[src/rtl/ctc_multi_if.sv]
// Memory-mapped bus bundle for the CTC: chip select, strobes, address and data.
interface ctc_multi_if #(
  parameter int unsigned ADDR_W = 3,
  parameter int unsigned DATA_W = 16
);
  logic              cs;
  logic              read_enable;
  logic              write_enable;
  logic [ADDR_W-1:0] address;
  logic [DATA_W-1:0] write_data_in;
  logic [DATA_W-1:0] read_data_out;

  modport master (
    output cs, read_enable, write_enable, address, write_data_in,
    input  read_data_out
  );

  modport slave (
    input  cs, read_enable, write_enable, address, write_data_in,
    output read_data_out
  );
endinterface

[src/rtl/ctc_multi.sv]
// Multi-channel timer/counter: CHANNELS down-counters with active-low terminal pulses and a shared irq.
// Defining CTC_PRESCALE_EN adds a per-channel timer prescaler at reg 2.
module ctc_multi #(
  parameter int unsigned CHANNELS = 2,
  parameter int unsigned DATA_W   = 16,
  parameter int unsigned ADDR_W   = $clog2(CHANNELS) + 2
) (
  input  logic                clock,
  input  logic                reset,
  input  logic [CHANNELS-1:0] pulse,
  ctc_multi_if.slave          bus,
  output logic [CHANNELS-1:0] ctc_out,
  output logic                irq
);
  localparam int unsigned CH_W     = (CHANNELS > 1) ? $clog2(CHANNELS) : 1;
  localparam logic [1:0]  REG_MODE = 2'd0;
  localparam logic [1:0]  REG_INIT = 2'd1;
`ifdef CTC_PRESCALE_EN
  localparam logic [1:0]  REG_PRESCALE = 2'd2;
`endif

  typedef logic [DATA_W-1:0] word_t;

  // Address decode and strobe qualification; a read beats a simultaneous write
  logic [CH_W-1:0] sel_ch;
  logic [1:0]      sel_reg;
  logic            sel_valid;
  logic            rd_c;
  logic            wr_c;

  assign sel_reg   = bus.address[1:0];
  assign sel_ch    = CH_W'(bus.address >> 2);
  assign sel_valid = (bus.address >> 2) < ADDR_W'(CHANNELS);
  assign rd_c      = bus.cs & bus.read_enable;
  assign wr_c      = bus.cs & bus.write_enable & ~bus.read_enable;

  // Pulse synchroniser, edge-detect register and registered event
  logic [CHANNELS-1:0] sync1_q, sync2_q, sync3_q, evt_q;

  // Per-channel architectural state
  word_t mode_q [CHANNELS];
  word_t mode_d [CHANNELS];
  word_t init_q [CHANNELS];
  word_t init_d [CHANNELS];
  word_t cnt_q  [CHANNELS];
  word_t cnt_d  [CHANNELS];
`ifdef CTC_PRESCALE_EN
  word_t psc_q     [CHANNELS];
  word_t psc_d     [CHANNELS];
  word_t psc_cnt_q [CHANNELS];
  word_t psc_cnt_d [CHANNELS];
`endif
  logic [CHANNELS-1:0] run_q, run_d;
  logic [CHANNELS-1:0] tout_q, tout_d;
  logic [CHANNELS-1:0] done_q, done_d;
  logic [CHANNELS-1:0] term_d;
  logic [CHANNELS-1:0] tick_c;
  logic [CHANNELS-1:0] hit_c;
  logic                irq_d;
  word_t               rdata_c;
  word_t               rdata_q;

  // Next-state: bus writes take priority over a tick in the same cycle
  always_comb begin
    irq_d  = 1'b0;
    tick_c = '0;
    hit_c  = '0;
    term_d = '0;
    run_d  = run_q;
    tout_d = tout_q;
    done_d = done_q;
    for (int i = 0; i < CHANNELS; i++) begin
      mode_d[i] = mode_q[i];
      init_d[i] = init_q[i];
      cnt_d[i]  = cnt_q[i];
`ifdef CTC_PRESCALE_EN
      psc_d[i]     = psc_q[i];
      psc_cnt_d[i] = psc_cnt_q[i];
      tick_c[i]    = mode_q[i][0] ? evt_q[i] : (psc_cnt_q[i] >= psc_q[i]);
`else
      tick_c[i]    = mode_q[i][0] ? evt_q[i] : 1'b1;
`endif
      hit_c[i] = sel_valid && (sel_ch == CH_W'(i));

      // STATUS read clears flags; a terminal event below re-sets them
      if (rd_c && hit_c[i] && (sel_reg == REG_MODE)) begin
        tout_d[i] = 1'b0;
        done_d[i] = 1'b0;
      end

      if (wr_c && hit_c[i] && (sel_reg == REG_INIT)) begin
        init_d[i] = bus.write_data_in;
        cnt_d[i]  = bus.write_data_in;
        run_d[i]  = |bus.write_data_in;
`ifdef CTC_PRESCALE_EN
        psc_cnt_d[i] = '0;
`endif
      end else if (wr_c && hit_c[i] && (sel_reg == REG_MODE)) begin
        mode_d[i] = bus.write_data_in;
        run_d[i]  = 1'b0;
      end else begin
`ifdef CTC_PRESCALE_EN
        if (wr_c && hit_c[i] && (sel_reg == REG_PRESCALE))
          psc_d[i] = bus.write_data_in;
        if (run_q[i] && !mode_q[i][0])
          psc_cnt_d[i] = (psc_cnt_q[i] >= psc_q[i]) ? '0 : psc_cnt_q[i] + word_t'(1);
`endif
        if (run_q[i] && tick_c[i]) begin
          if (cnt_q[i] > word_t'(1)) begin
            cnt_d[i] = cnt_q[i] - word_t'(1);
          end else if (cnt_q[i] == word_t'(1)) begin
            term_d[i] = 1'b1;
            if (mode_q[i][0]) done_d[i] = 1'b1;
            else              tout_d[i] = 1'b1;
            if (mode_q[i][1]) begin
              cnt_d[i] = init_q[i];
            end else begin
              cnt_d[i] = '0;
              run_d[i] = 1'b0;
            end
          end
        end
      end

      irq_d = irq_d | (mode_d[i][2] & (tout_d[i] | done_d[i]));
    end
  end

  // Read mux for the addressed channel; unmapped registers read 0
  always_comb begin
    rdata_c = '0;
    for (int i = 0; i < CHANNELS; i++) begin
      if (hit_c[i]) begin
        case (sel_reg)
          2'd0: begin
            rdata_c[DATA_W-1] = run_q[i];
            rdata_c[1]        = done_q[i];
            rdata_c[0]        = tout_q[i];
          end
          2'd1: rdata_c = cnt_q[i];
`ifdef CTC_PRESCALE_EN
          2'd2: rdata_c = psc_q[i];
`endif
          default: rdata_c = '0;
        endcase
      end
    end
  end

  always_ff @(posedge clock) begin
    if (reset) begin
      sync1_q <= '0;
      sync2_q <= '0;
      sync3_q <= '0;
      evt_q   <= '0;
      run_q   <= '0;
      tout_q  <= '0;
      done_q  <= '0;
      ctc_out <= '1;
      irq     <= 1'b0;
      rdata_q <= '0;
      for (int i = 0; i < CHANNELS; i++) begin
        mode_q[i] <= '0;
        init_q[i] <= '0;
        cnt_q[i]  <= '0;
`ifdef CTC_PRESCALE_EN
        psc_q[i]     <= '0;
        psc_cnt_q[i] <= '0;
`endif
      end
    end else begin
      sync1_q <= pulse;
      sync2_q <= sync1_q;
      sync3_q <= sync2_q;
      evt_q   <= sync2_q & ~sync3_q;
      run_q   <= run_d;
      tout_q  <= tout_d;
      done_q  <= done_d;
      ctc_out <= ~term_d;
      irq     <= irq_d;
      if (rd_c) rdata_q <= rdata_c;
      for (int i = 0; i < CHANNELS; i++) begin
        mode_q[i] <= mode_d[i];
        init_q[i] <= init_d[i];
        cnt_q[i]  <= cnt_d[i];
`ifdef CTC_PRESCALE_EN
        psc_q[i]     <= psc_d[i];
        psc_cnt_q[i] <= psc_cnt_d[i];
`endif
      end
    end
  end

  assign bus.read_data_out = rdata_q;
endmodule

[src/flat_wrapper.sv]
// flat-port wrapper written by rule: the top's interface ports become plain ports
module ctc_multi_flat 
#(
  parameter int unsigned CHANNELS = 2,
  parameter int unsigned DATA_W   = 16,
  parameter int unsigned ADDR_W   = $clog2(CHANNELS) + 2
)
  (clock, reset, pulse, ctc_out, irq, bus_cs, bus_read_enable, bus_write_enable, bus_address, bus_write_data_in, bus_read_data_out);
  ctc_multi_if #(.ADDR_W(ADDR_W), .DATA_W(DATA_W)) bus_i ();
  input  logic clock;
  input  logic reset;
  input  logic [CHANNELS-1:0] pulse;
  output logic [CHANNELS-1:0] ctc_out;
  output logic irq;
  input wire logic [$bits(bus_i.cs)-1:0] bus_cs;
  input wire logic [$bits(bus_i.read_enable)-1:0] bus_read_enable;
  input wire logic [$bits(bus_i.write_enable)-1:0] bus_write_enable;
  input wire logic [$bits(bus_i.address)-1:0] bus_address;
  input wire logic [$bits(bus_i.write_data_in)-1:0] bus_write_data_in;
  output wire logic [$bits(bus_i.read_data_out)-1:0] bus_read_data_out;
  assign bus_i.cs = bus_cs;
  assign bus_i.read_enable = bus_read_enable;
  assign bus_i.write_enable = bus_write_enable;
  assign bus_i.address = bus_address;
  assign bus_i.write_data_in = bus_write_data_in;
  assign bus_read_data_out = bus_i.read_data_out;
  ctc_multi #(.CHANNELS(CHANNELS), .DATA_W(DATA_W), .ADDR_W(ADDR_W)) u_core (.clock(clock), .reset(reset), .pulse(pulse), .bus(bus_i), .ctc_out(ctc_out), .irq(irq));
endmodule
[config.mk]
export PLATFORM = sky130hd
export DESIGN_NAME = ctc_multi_flat
export DESIGN_NICKNAME = d
export VERILOG_FILES = /design/src/rtl/ctc_multi_if.sv /design/src/rtl/ctc_multi.sv /design/src/flat_wrapper.sv
export SDC_FILE = /design/constraint.sdc
export NUM_CORES = 1
export LEC_CHECK = 0
export CORE_UTILIZATION = 44
export DETAILED_ROUTE_END_ITERATION = 10
export HOLD_SLACK_MARGIN = 0.05
export PLACE_DENSITY = 0.6
export SLEW_MARGIN = 20
export SYNTH_ARGS = -nofsm -noshare
export SYNTH_HDL_FRONTEND = slang
export SYNTH_SLANG_ARGS = --single-unit
[constraint.sdc]
create_clock -name clock -period 6.9 [get_ports clock]
set_input_delay 2.07 -clock clock [delete_from_list [all_inputs] [get_ports clock]]
set_output_delay 2.07 -clock clock [all_outputs]
set_load 0.02 [all_outputs]
## Word level (Yosys, flattened, before mapping)

Memories as Yosys holds them, arrays and structs flattened.
Index checks and enable logic that the tools add are counted.

- Memory bits (writable): 96
- Output and inout port bits: 19
- Word-level logic and storage cells: 154
- Bits in read-only memories: 0
- Input bits: 26
- Latch bits: 0
- Register bits after elaboration: 33
- Memories: 3

Memory list:

| memory | words | bits a word | read ports | clocked after Yosys merged registers in | wr ports | line | RTL |
|---|---|---|---|---|---|---|---|
| u_core.cnt_q | 2 | 16 | 2 | 0 | 2 | ctc_multi.sv:45 | `word_t cnt_q [CHANNELS];` |
| u_core.init_q | 2 | 16 | 2 | 0 | 2 | ctc_multi.sv:43 | `word_t init_q [CHANNELS];` |
| u_core.mode_q | 2 | 16 | 2 | 0 | 2 | ctc_multi.sv:41 | `word_t mode_q [CHANNELS];` |

- Mux-type cells: 87
- Multipliers: 0
- Bitwise operators: 19
- Add/sub/neg operators: 2
- Magnitude comparators: 3
- Reduce and logical (&&, ||, !) cells: 22
- Div/mod/pow operators: 0
- Shift operators: 0
- Equality and inequality tests: 7

Operators by type and width:

| kind | count |
|---|---|
| 16-bit 2-to-1 mux | 26 |
| 1-bit 2-to-1 mux | 55 |
| 16-bit by 1-bit == test with 1-bit output, second input constant | 2 |
| 16-bit by 1-bit > comparator with 1-bit output, second input constant | 2 |
| 16-bit by 1-bit subtractor with 16-bit output, second input constant | 2 |
| 13-bit case mux with 2 select lines | 1 |
| 16-bit OR reduction | 1 |
| 1-bit logical AND | 14 |
| 13-bit 2-to-1 mux | 1 |
| 3-bit nonzero test | 4 |
| 3-bit by 1-bit != test with 1-bit output, second input constant | 3 |
| 1-bit OR | 9 |
| 2-bit case mux with 2 select lines | 2 |
| 4-bit AND reduction | 2 |
| 1-bit bitwise AND | 5 |
| 2-bit inverter | 2 |
| 1-bit case mux with 2 select lines | 2 |
| 3-bit != test, second input constant | 1 |
| 2-bit bitwise AND | 1 |
| 2-bit by 1-bit == test with 1-bit output, second input constant | 1 |
| 2-bit zero test | 1 |
| 1-bit by 2-bit < comparator with 1-bit output, second input constant | 1 |
| 1-bit inverter | 2 |

## Depth between registers and ports, before layout

Gate-level depths: netlist (run 1).

- Depth after elaboration: 14
- Mapped depth: 10
- Depth with buffers taken out: 8

## Worst setup path before layout (run 1)

No wires, ideal clock.

- Path kind: input port to flip-flop
- Start point: input bus_read_enable
- End point: memory u_core.init_q[0][27] (netlist bit)
- Arrival: 3.571 ns
- Path slack: 3.259 ns
- Setup time: 0.070 ns
- Stages: 6
- Path buffers: 2
- Required time: 6.830 ns
- Path through: nor4bb_1 and3_1 clkbuf_1 clkbuf_1 nand2_1 a21oi_1

RTL lines:

| element | line | RTL |
|---|---|---|
| start, declared | flat_wrapper.sv:16 | `input wire logic [$bits(bus_i.read_enable)-1:0] bus_read_enable;` |
| end, declared | ctc_multi.sv:43 |  |

==> impl_metrics.ini, run 1 <==
[place]
hpwl_mm = 11.0
numPortBuffers = 44
finalWeightedCongestion = 0.953

[logic_synthesis]
synth_cells = 663
synth_edf_count = 0
postSynthRegisterBits = 103
post_synthesis_cell_type_with_the_largest_combined_area = sky130_fd_sc_hd__dfxtp_1
netlist.area_leader.share_pct = 39.8
ys_warn_count = 0
post_synth.cell_area_avg_um2 = 7.82
syn_area_um2 = 5180
synth_cell_type_count = 67
async_flop_share_pct = 0
dominantRegCellSynth = sky130_fd_sc_hd__dfxtp_1
sequential_fraction_of_the_synthesis_area_pct = 39.8
synth_nets = 693
netlist_top_cells_area = sky130_fd_sc_hd__dfxtp_1, sky130_fd_sc_hd__nand2_1, sky130_fd_sc_hd__a21oi_1

[layout]
mostFrequentLayoutCell = sky130_fd_sc_hd__nand2_1
area.growth.synth_to_final_pct = 14.8
fillcell_total = 1117
num-nets-final = 709
drive_gt1_share_pct = 5.56
layout_common_cells = sky130_fd_sc_hd__nand2_1, sky130_fd_sc_hd__dfxtp_1, sky130_fd_sc_hd__a21oi_1
antenna-diode-count = 0

[routing]
antenna_violating_nets_post_route = 0
vias = 4876
drt_iter0_drc = 400
routed_wire_length_per_instance_um = 18.5
drt_pass1_iterations = 8
drc = 0
via_per_inst = 5.90
route.final.wire_length_mm = 15.3

[global_route]
gr-usage-all-layers_pct = 25.9
global_route.overflow_total = 0
maximum_number_of_pins_on_one_net_before_global_route_repair = 104
grt_util_met3_pct = 5.27
gr-max-usage-layer = met2
antenna_found_initial = 0
first_global_vias = 4627
grt_pass1_wl_mm = 25.2
grtUsageMet2_pct = 40.4
global_route.usage.met1_pct = 36.4

[critical_path]
crit_path_category = input port to register
end_kind = register
timing.critical_path.from_type = input port
crit_top_cell = sky130_fd_sc_hd__buf_4
cp.required_ns = 7.10
timing.critical_path.max_delay_family = compound AO/OA/AOI/OAI gates
critical_path_buf_inv_count = 3
slowest_stage = sky130_fd_sc_hd__a21oi_1
worst_path_largest_cell_delay_ns = 0.56
critPathArrivalTime_ns = 4.79
critical_path.cell_chain = clkdlybuf4s50_1, nor4bb_2, buf_4, a211o_1, a21oi_1, buf_4, or2_2, nor2_1, a2111oi_0
crit_path_max_fanout = 14

[sta]
worst_hold_slack_ns = 0.386
timing.slew.headroom_pct = 27.1
worst_pin_slew_ns = 1.09
fin_skew_ns = 0.00543
hold_viol_final = 0
setup_violations = 0
achievable-frequency_ghz = 0.218
final_clock_period_utilization_by_the_worst_path_pct = 66.5
final.setup.tns_ns = 0
timing.final.crit_period_ns = 4.59
report.final.slew_viol_count = 0
grt_setup_unrepaired = false

[power]
total_switching_power_mw = 0.320
power.combinational.fraction_pct = 9.9
p_leak_nw = 2.09
power_switching_share_pct = 25.6
sequentialPowerShare_pct = 48.5
p_int_mw = 0.928
ir_worst_vdd_mv = 0.201
clock_power_share_pct = 41.6
pwr_density_cell_nw_per_um2 = 210

[clock_network]
clk_pin_slew_ns = 0.07
cts-root-buf = sky130_fd_sc_hd__clkbuf_16
cts_tree = yes
number_of_hold_repair_buffers_added_at_the_cts_stage = 0
worstSkewPairLatency_ns = 0.36
cts_max_path_buffers = 2
clock_tree.htree_level_count = 3
postCtsSetupBuffers = 0
cts-buffers-inserted = 9
tritoncts_num_sinks = 103
cts-resized-gates = 0

[floorplanning]
floorplan.initialDensity_pct = 45.2
ioPinCount = 45
floorplan_die_area_um2 = 12200
placementRows = 39
die_x_um = 111
core-area_um2 = 11500
die_y_extent_um = 111

[outcome]
outcome = finished, final reports clean

[run]
timing.max_cap.violations = 0

[min_path]
worst_hold_path_type = register to register
## sequential cells by signal (all words and copies together) (netlist names), 2 cells and up
signal,count
u_core.bus.read_data_out,16
u_core.cnt_q,32
u_core.ctc_out,2
u_core.done_q,2
u_core.evt_q,2
u_core.init_q,32
u_core.mode_q,6
u_core.run_q,2
u_core.sync1_q,2
u_core.sync2_q,2
u_core.sync3_q,2
u_core.tout_q,2
## cell usage after synthesis (all sizes together), types with 3 or more instances
master / number
a211o: 3
a211oi: 4
a21oi: 84
a222oi: 8
a311oi: 8
a31oi: 8
a32oi: 3
and2: 3
and3: 6
buf: 12
clkbuf: 34
dfxtp: 103
ha: 4
inv: 16
mux2i: 16
nand2: 120
nand3: 12
nand4: 6
nor2: 68
nor2b: 13
nor3: 15
nor4: 17
o211ai: 9
o21ai: 21
o31a: 3
o32ai: 9
or3: 8
or4: 6
xnor2: 7
xor2: 3
## power groups by stage
stage / clock network (mW) / logic [mW] / registers (mW)
2_1_floorplan: 0 / 0.0817 / 0.616
3_3_place_gp: 0 / 0.121 / 0.618
3_5_place_dp: 0 / 0.122 / 0.618
4_1_cts: 0.533 / 0.123 / 0.604
5_1_grt: 0.553 / 0.135 / 0.605
6_report: 0.519 / 0.123 / 0.605
## metal layers
| metal | share of wire [%] | vias up |
|---|---|---|
| met1 | 47 | 2291 |
| met3 | 5.4 | 17 |
| met2 | 46 | 152 |
| met4 | 1.6 | 0 |
| li1 | - | 2416 |
| met5 | 0 | - |
## final timing paths
check,slack [ns],startpoint,to,cells after the start
max reg2reg,3.80,u_core.cnt_q[0][24]$_SDFFE_PP0P_,u_core.cnt_q[0][29]$_SDFFE_PP0P_,6
min,0.39,u_core.sync3_q[0]$_SDFF_PP0_,u_core.evt_q[0]$_SDFF_PP0_,1
min reg2reg,0.39,u_core.sync3_q[0]$_SDFF_PP0_,u_core.evt_q[0]$_SDFF_PP0_,1
max,2.31,bus_cs,u_core.cnt_q[0][29]$_SDFFE_PP0P_,9
## area by class of cell
| class | instances | area, um2 | share of cell area [%] |
|---|---|---|---|
| multi-input combinational | 498 | 2860 | 48.1 |
| sequential | 103 | 2060 | 34.6 |
| timing repair buffer | 51 | 490 | 8.24 |
| clock buffer | 9 | 225 | 3.78 |
| tap | 143 | 179 | 3.01 |
| clock inverter | 7 | 72.6 | 1.22 |
| inverter | 16 | 60.1 | 1.01 |
## worst register-to-register path, delay by kind of cell, from the launching register on
kind | cells | cell delay [ns]
AO/OA/AOI/OAI | 2 | 0.64
buffers and inverters | 1 | 0.32
flip-flops | 1 | 0.38
AND/OR/NAND/NOR | 3 | 1.60
## metrics by stage
step	std cells	worst slack, ns	utilization (%)	area [um2]	total power [mW]
after detailed placement	811	1.98	49.3	5650	0.741
after CTS	827	2.36	51.9	5950	1.26
after global placement	811	2.18	49.3	5650	0.740
after floorplan	663	3.26	-	5180	0.698
final	827	2.31	51.9	5950	1.25
after global routing	827	2.17	51.9	5950	1.29
## cell families after synthesis
| logic type | share of synthesized area (%) |
|---|---|
| buffers and inverters | 5.21 |
| AO/OA/AOI/OAI | 22.9 |
| flip-flops | 39.8 |
| multiplexers | 3.09 |
| AND/OR/NAND/NOR | 26.3 |
| XOR/XNOR | 1.69 |
| adder cells (fa/ha/maj) | 0.966 |
Power figures use the tool's default switching activity.
==> run 2: changes to the inputs <==
==> constraint.sdc (replaced) <==
create_clock -name clock -period 4.8 [get_ports clock]
set_input_delay 1.44 -clock clock [delete_from_list [all_inputs] [get_ports clock]]
set_output_delay 1.44 -clock clock [all_outputs]
set_load 0.02 [all_outputs]
==> run 2 against run 1 <==
  * Power up 46%
  * Sequential share of layout area is 0.30 points lower
  * Die area is the same
  * Combinational power rose by 48%
  * Sequential power up 44%
  * Utilization grew 0.46 points
==> impl_metrics.ini, run 2 (same netlist as run 1, synthesis figures left out) <==
[clock_network]
number_of_hold_repair_buffers_added_at_the_cts_stage = 0
worstSkewPairLatency_ns = 0.35
tritoncts_num_sinks = 103
cts-resized-gates = 0
clock_tree.htree_level_count = 3
clk_pin_slew_ns = 0.07
postCtsSetupBuffers = 0
cts-root-buf = sky130_fd_sc_hd__clkbuf_16
cts-buffers-inserted = 9
cts_tree = yes
cts_max_path_buffers = 2

[critical_path]
timing.critical_path.from_type = input port
slowest_stage = sky130_fd_sc_hd__clkdlybuf4s50_1
critical_path.cell_chain = clkdlybuf4s50_1, nor4bb_2, buf_4, a211o_1, a21oi_1, buf_4, or2_2, nor2_1, a2111oi_0
worst_path_largest_cell_delay_ns = 0.44
end_kind = register
crit_top_cell = sky130_fd_sc_hd__buf_4
critPathArrivalTime_ns = 3.86
cp.required_ns = 5.03
crit_path_max_fanout = 17
worst-r2r-cell-count = 6
crit_path_category = input port to register

[outcome]
outcome = finished, final reports clean

[floorplanning]
floorplan_die_area_um2 = 12200
placementRows = 39
ioPinCount = 45
die_x_um = 111
die_y_extent_um = 111
core-area_um2 = 11500
floorplan.initialDensity_pct = 45.2

[power]
pwr_density_cell_nw_per_um2 = 303
p_leak_nw = 2.12
ir_worst_vdd_mv = 0.356

[sta]
timing.final.crit_period_ns = 3.63
worst_pin_slew_ns = 0.843
hold_viol_final = 0
final.setup.tns_ns = 0
timing.slew.headroom_pct = 43.8
grt_setup_unrepaired = false
final_clock_period_utilization_by_the_worst_path_pct = 75.6
fin_skew_ns = 0.00805
setup_violations = 0
achievable-frequency_ghz = 0.276
report.final.slew_viol_count = 0

[global_route]
first_global_vias = 4742
global_route.overflow_total = 0
maximum_number_of_pins_on_one_net_before_global_route_repair = 82
grt_pass1_wl_mm = 25.7
antenna_found_initial = 0
gr-usage-all-layers_pct = 26.7

[layout]
layout_common_cells = sky130_fd_sc_hd__nand2_1, sky130_fd_sc_hd__dfxtp_1, sky130_fd_sc_hd__a21oi_1
antenna-diode-count = 0
num-nets-final = 714
area.growth.synth_to_final_pct = 15.9
drive_gt1_share_pct = 6.24
stdcell_count = 832
mostFrequentLayoutCell = sky130_fd_sc_hd__nand2_1

[place]
numPortBuffers = 44
place.detailed.instances = 816
finalWeightedCongestion = 0.903
hpwl_mm = 11.2

[routing]
drc = 0
vias = 4987
drt_iter0_drc = 486
routed_wire_length_per_instance_um = 19.1
drt_pass1_iterations = 5
route.final.wire_length_mm = 15.9
antenna_violating_nets_post_route = 0
via_per_inst = 5.99

[min_path]
worstHoldPathCells = 1
worst_hold_path_type = register to register

[run]
timing.max_cap.violations = 0
run 2: routing by layer:
layer	GRT usage, %	routed length, um	part of all wire (%)
met5	0	0	0
met4	9.78	384	2.4
met1	36.8	7240	46
met3	5.76	1070	6.7
met2	41.1	7180	45
run 2: power by group:
part	total [mW]	switching, mW	leakage [nW]	internal, mW
registers	0.869	0.00784	0.831	0.861
logic	0.182	0.113	1.14	0.0686
clock network	0.771	0.354	0.154	0.417
total	1.82	0.475	2.12	1.35
run 2: cell type report:
| class | count | area (um2) |
|---|---|---|
| Clock buffer | 9 | 225 |
| Clock inverter | 7 | 87.6 |
| Fill cell | 1102 | 5460 |
| Inverter | 16 | 60.1 |
| Multi-Input combinational cell | 498 | 2860 |
| Sequential cell | 103 | 2060 |
| Tap cell | 143 | 179 |
| Timing Repair Buffer | 56 | 528 |
run 2: critical path: cells and delay by family:
kind	cells	cell delay [ns]
AND/OR/NAND/NOR	3	0.41
AO/OA/AOI/OAI	3	1.08
buffers and inverters	3	0.92
run 2: metrics by stage:
stage | util, % | total power [mW] | setup slack [ns] | cell area [um2] | hold WS [ns]
after global routing | 52.4 | 1.90 | 1.00 | 6000 | 0.396
after detailed placement | 49.6 | 1.07 | 0.853 | 5690 | 0.375
final | 52.4 | 1.82 | 1.17 | 6000 | 0.386
after CTS | 52.4 | 1.83 | 1.21 | 6000 | 0.386
after floorplan | - | 1.00 | 1.79 | 5180 | 0.367
after global placement | 49.6 | 1.07 | 0.930 | 5690 | 0.371
run 2: worst paths after layout:
kind / from / endpoint / slack (ns)
worst max register to register: u_core.cnt_q[0][8]$_SDFFE_PP0P_ / u_core.cnt_q[0][13]$_SDFFE_PP0P_ / 2.04
worst min register to register: u_core.sync3_q[0]$_SDFF_PP0_ / u_core.evt_q[0]$_SDFF_PP0_ / 0.39
worst max-delay path: bus_cs / u_core.cnt_q[0][29]$_SDFFE_PP0P_ / 1.17
worst min-delay path: u_core.sync3_q[0]$_SDFF_PP0_ / u_core.evt_q[0]$_SDFF_PP0_ / 0.39
==> run 3: changes to the inputs <==
==> constraint.sdc (replaced) <==
create_clock -name clock -period 3.6 [get_ports clock]
set_input_delay 1.08 -clock clock [delete_from_list [all_inputs] [get_ports clock]]
set_output_delay 1.08 -clock clock [all_outputs]
set_load 0.02 [all_outputs]
==> run 3 against run 2 <==
  * Count of clock-buffer cells in the layout increased by 1
  * Hold slack got worse by 0.0037 ns
  * Non-clock buffer count increased by 13
  * Sequential power increased by 33%
  * Design area increased by 1.8%
  * Setup slack got worse by 0.57 ns
  * Wire length increased by 0.28%
  * Via count increased by 0.96%
  * First-iteration DRC count decreased by 7.0%
  * Register-to-register slack got worse by 1.1 ns
  * Utilization increased by 0.93 points
  * Critical path type unchanged
==> impl_metrics.ini, run 3 (same netlist as run 1, synthesis figures left out) <==
[sta]
final.setup.tns_ns = 0
achievable-frequency_ghz = 0.333
final_clock_period_utilization_by_the_worst_path_pct = 83.4
hold_viol_final = 0
worst_slack_ns = 0.598
worst_pin_slew_ns = 0.658
timing.slew.headroom_pct = 56.1
grt_setup_unrepaired = false
report.final.slew_viol_count = 0
setup_violations = 0
fin_skew_ns = 0.00853
timing.final.crit_period_ns = 3.00

[place]
place_ws_ns = 0.282
finalWeightedCongestion = 0.929
numPortBuffers = 44
hpwl_mm = 11.4

[global_route]
first_global_vias = 4665
antenna_found_initial = 0
maximum_number_of_pins_on_one_net_before_global_route_repair = 60
gr-usage-all-layers_pct = 26.5
grt_pass1_wl_mm = 25.6
global_route.overflow_total = 0

[outcome]
outcome = finished, final reports clean

[routing]
route.final.wire_length_mm = 15.9
routed_wire_length_per_instance_um = 18.9
via_per_inst = 5.97
antenna_violating_nets_post_route = 0
vias = 5035
drc = 0
drt_pass1_iterations = 6
drt_iter0_drc = 452

[floorplanning]
ioPinCount = 45
floorplan_die_area_um2 = 12200
core-area_um2 = 11500
floorplan.initialDensity_pct = 45.2
die_x_um = 111
die_y_extent_um = 111
placementRows = 39

[critical_path]
worst-r2r-cell-count = 7
timing.critical_path.from_type = input port
crit_path_max_fanout = 13
slowest_stage = sky130_fd_sc_hd__clkdlybuf4s50_1
crit_path_category = input port to register
worst_path_largest_cell_delay_ns = 0.46
rrSetupSlack_ns = 0.93
critPathArrivalTime_ns = 3.24
reg2reg_to = u_core.cnt_q[0][15]$_SDFFE_PP0P_
cp.required_ns = 3.84
critical_path.reg2reg.startpoint = u_core.cnt_q[0][12]$_SDFFE_PP0P_
critical_path.cell_chain = clkdlybuf4s50_1, nand4bb_1, o21ai_0, a311oi_4, nor2_4, buf_4, a21oi_1, o32ai_1
end_kind = register

[min_path]
worst_hold_path_type = register to register
worstHoldPathCells = 1
hold_path.startpoint = u_core.sync3_q[0]$_SDFF_PP0_
hold-path-endpoint = u_core.evt_q[0]$_SDFF_PP0_

[run]
timing.max_cap.violations = 0

[clock_network]
number_of_hold_repair_buffers_added_at_the_cts_stage = 0
cts-buffers-inserted = 9
cts-resized-gates = 0
cts_tree = yes
tritoncts_num_sinks = 103
clk_pin_slew_ns = 0.07
clock_tree.htree_level_count = 3
worstSkewPairLatency_ns = 0.35
postCtsSetupBuffers = 0
cts_max_path_buffers = 2
cts-root-buf = sky130_fd_sc_hd__clkbuf_16

[power]
p_leak_nw = 2.18
ir_worst_vdd_mv = 0.344
pwr_density_cell_nw_per_um2 = 406

[layout]
area.growth.synth_to_final_pct = 17.9
multi_input_area_um2 = 2860
layout_common_cells = sky130_fd_sc_hd__nand2_1, sky130_fd_sc_hd__dfxtp_1, sky130_fd_sc_hd__a21oi_1
antenna-diode-count = 0
ff_latch_area_um2 = 2060
fillcell_total = 1094
mostFrequentLayoutCell = sky130_fd_sc_hd__nand2_1
drive_gt1_share_pct = 7.85
num-nets-final = 727
## run 3: worst max-delay path by stage
| stage | startpoint | endpoint | slack [ns] | cells past startpoint |
|---|---|---|---|---|
| finish | bus_read_enable | u_core.cnt_q[0][15]$_SDFFE_PP0P_ | 0.60 | 8 |
| floorplan | bus_read_enable | u_core.init_q[0][27]$_SDFFE_PP0P_ | 0.95 | 6 |
| detailed placement | bus_address[1] | u_core.cnt_q[0][4]$_SDFFE_PP0P_ | 0.28 | 7 |
| global placement | bus_address[1] | u_core.cnt_q[0][8]$_SDFFE_PP0P_ | 0.33 | 8 |
| global route | bus_read_enable | u_core.cnt_q[0][15]$_SDFFE_PP0P_ | 0.43 | 8 |
| CTS | bus_address[1] | u_core.cnt_q[0][15]$_SDFFE_PP0P_ | 0.64 | 8 |
## run 3: through the flow
stage               util, %  cell area [um2]  power, mW  std cells  hold WS, ns
floorplan                 -             5180       1.34        663        0.367
global placement       50.5             5790       1.44        829        0.372
detailed placement     50.5             5790       1.44        829        0.375
CTS                    53.3             6110       2.49        844        0.385
global route           53.3             6110       2.57        844        0.396
finish                 53.3             6110       2.48        844        0.382
## run 3: cell type report
type / count / area share, %
multi-input combinational: 498 / 46.8
sequential: 103 / 33.7
timing repair buffer: 69 / 10.2
clock buffer: 10 / 3.91
tap: 143 / 2.93
clock inverter: 5 / 1.35
inverter: 16 / 0.983
## run 3: power by group
group / switching [mW] / total, mW / internal (mW)
logic: 0.154 / 0.254 / 0.101
clock network: 0.442 / 1.07 / 0.625
registers: 0.0103 / 1.16 / 1.15
total: 0.606 / 2.48 / 1.87
## run 3: metal layers
layer / up-vias / wire length, um / global-route usage (%) / share of wire, %
li1: 2453 / - / - / -
met1: 2374 / 7230 / 37.1 / 45
met2: 192 / 7310 / 41.5 / 46
met3: 16 / 1150 / 5.82 / 7.2
met4: 0 / 227 / 6.40 / 1.4
met5: - / 0 / 0 / 0
## run 3: critical path, delay by kind of cell
kind	cells	cell delay, ns
buffers and inverters	2	0.69
AND/OR/NAND/NOR	2	0.63
AO/OA/AOI/OAI	4	0.84
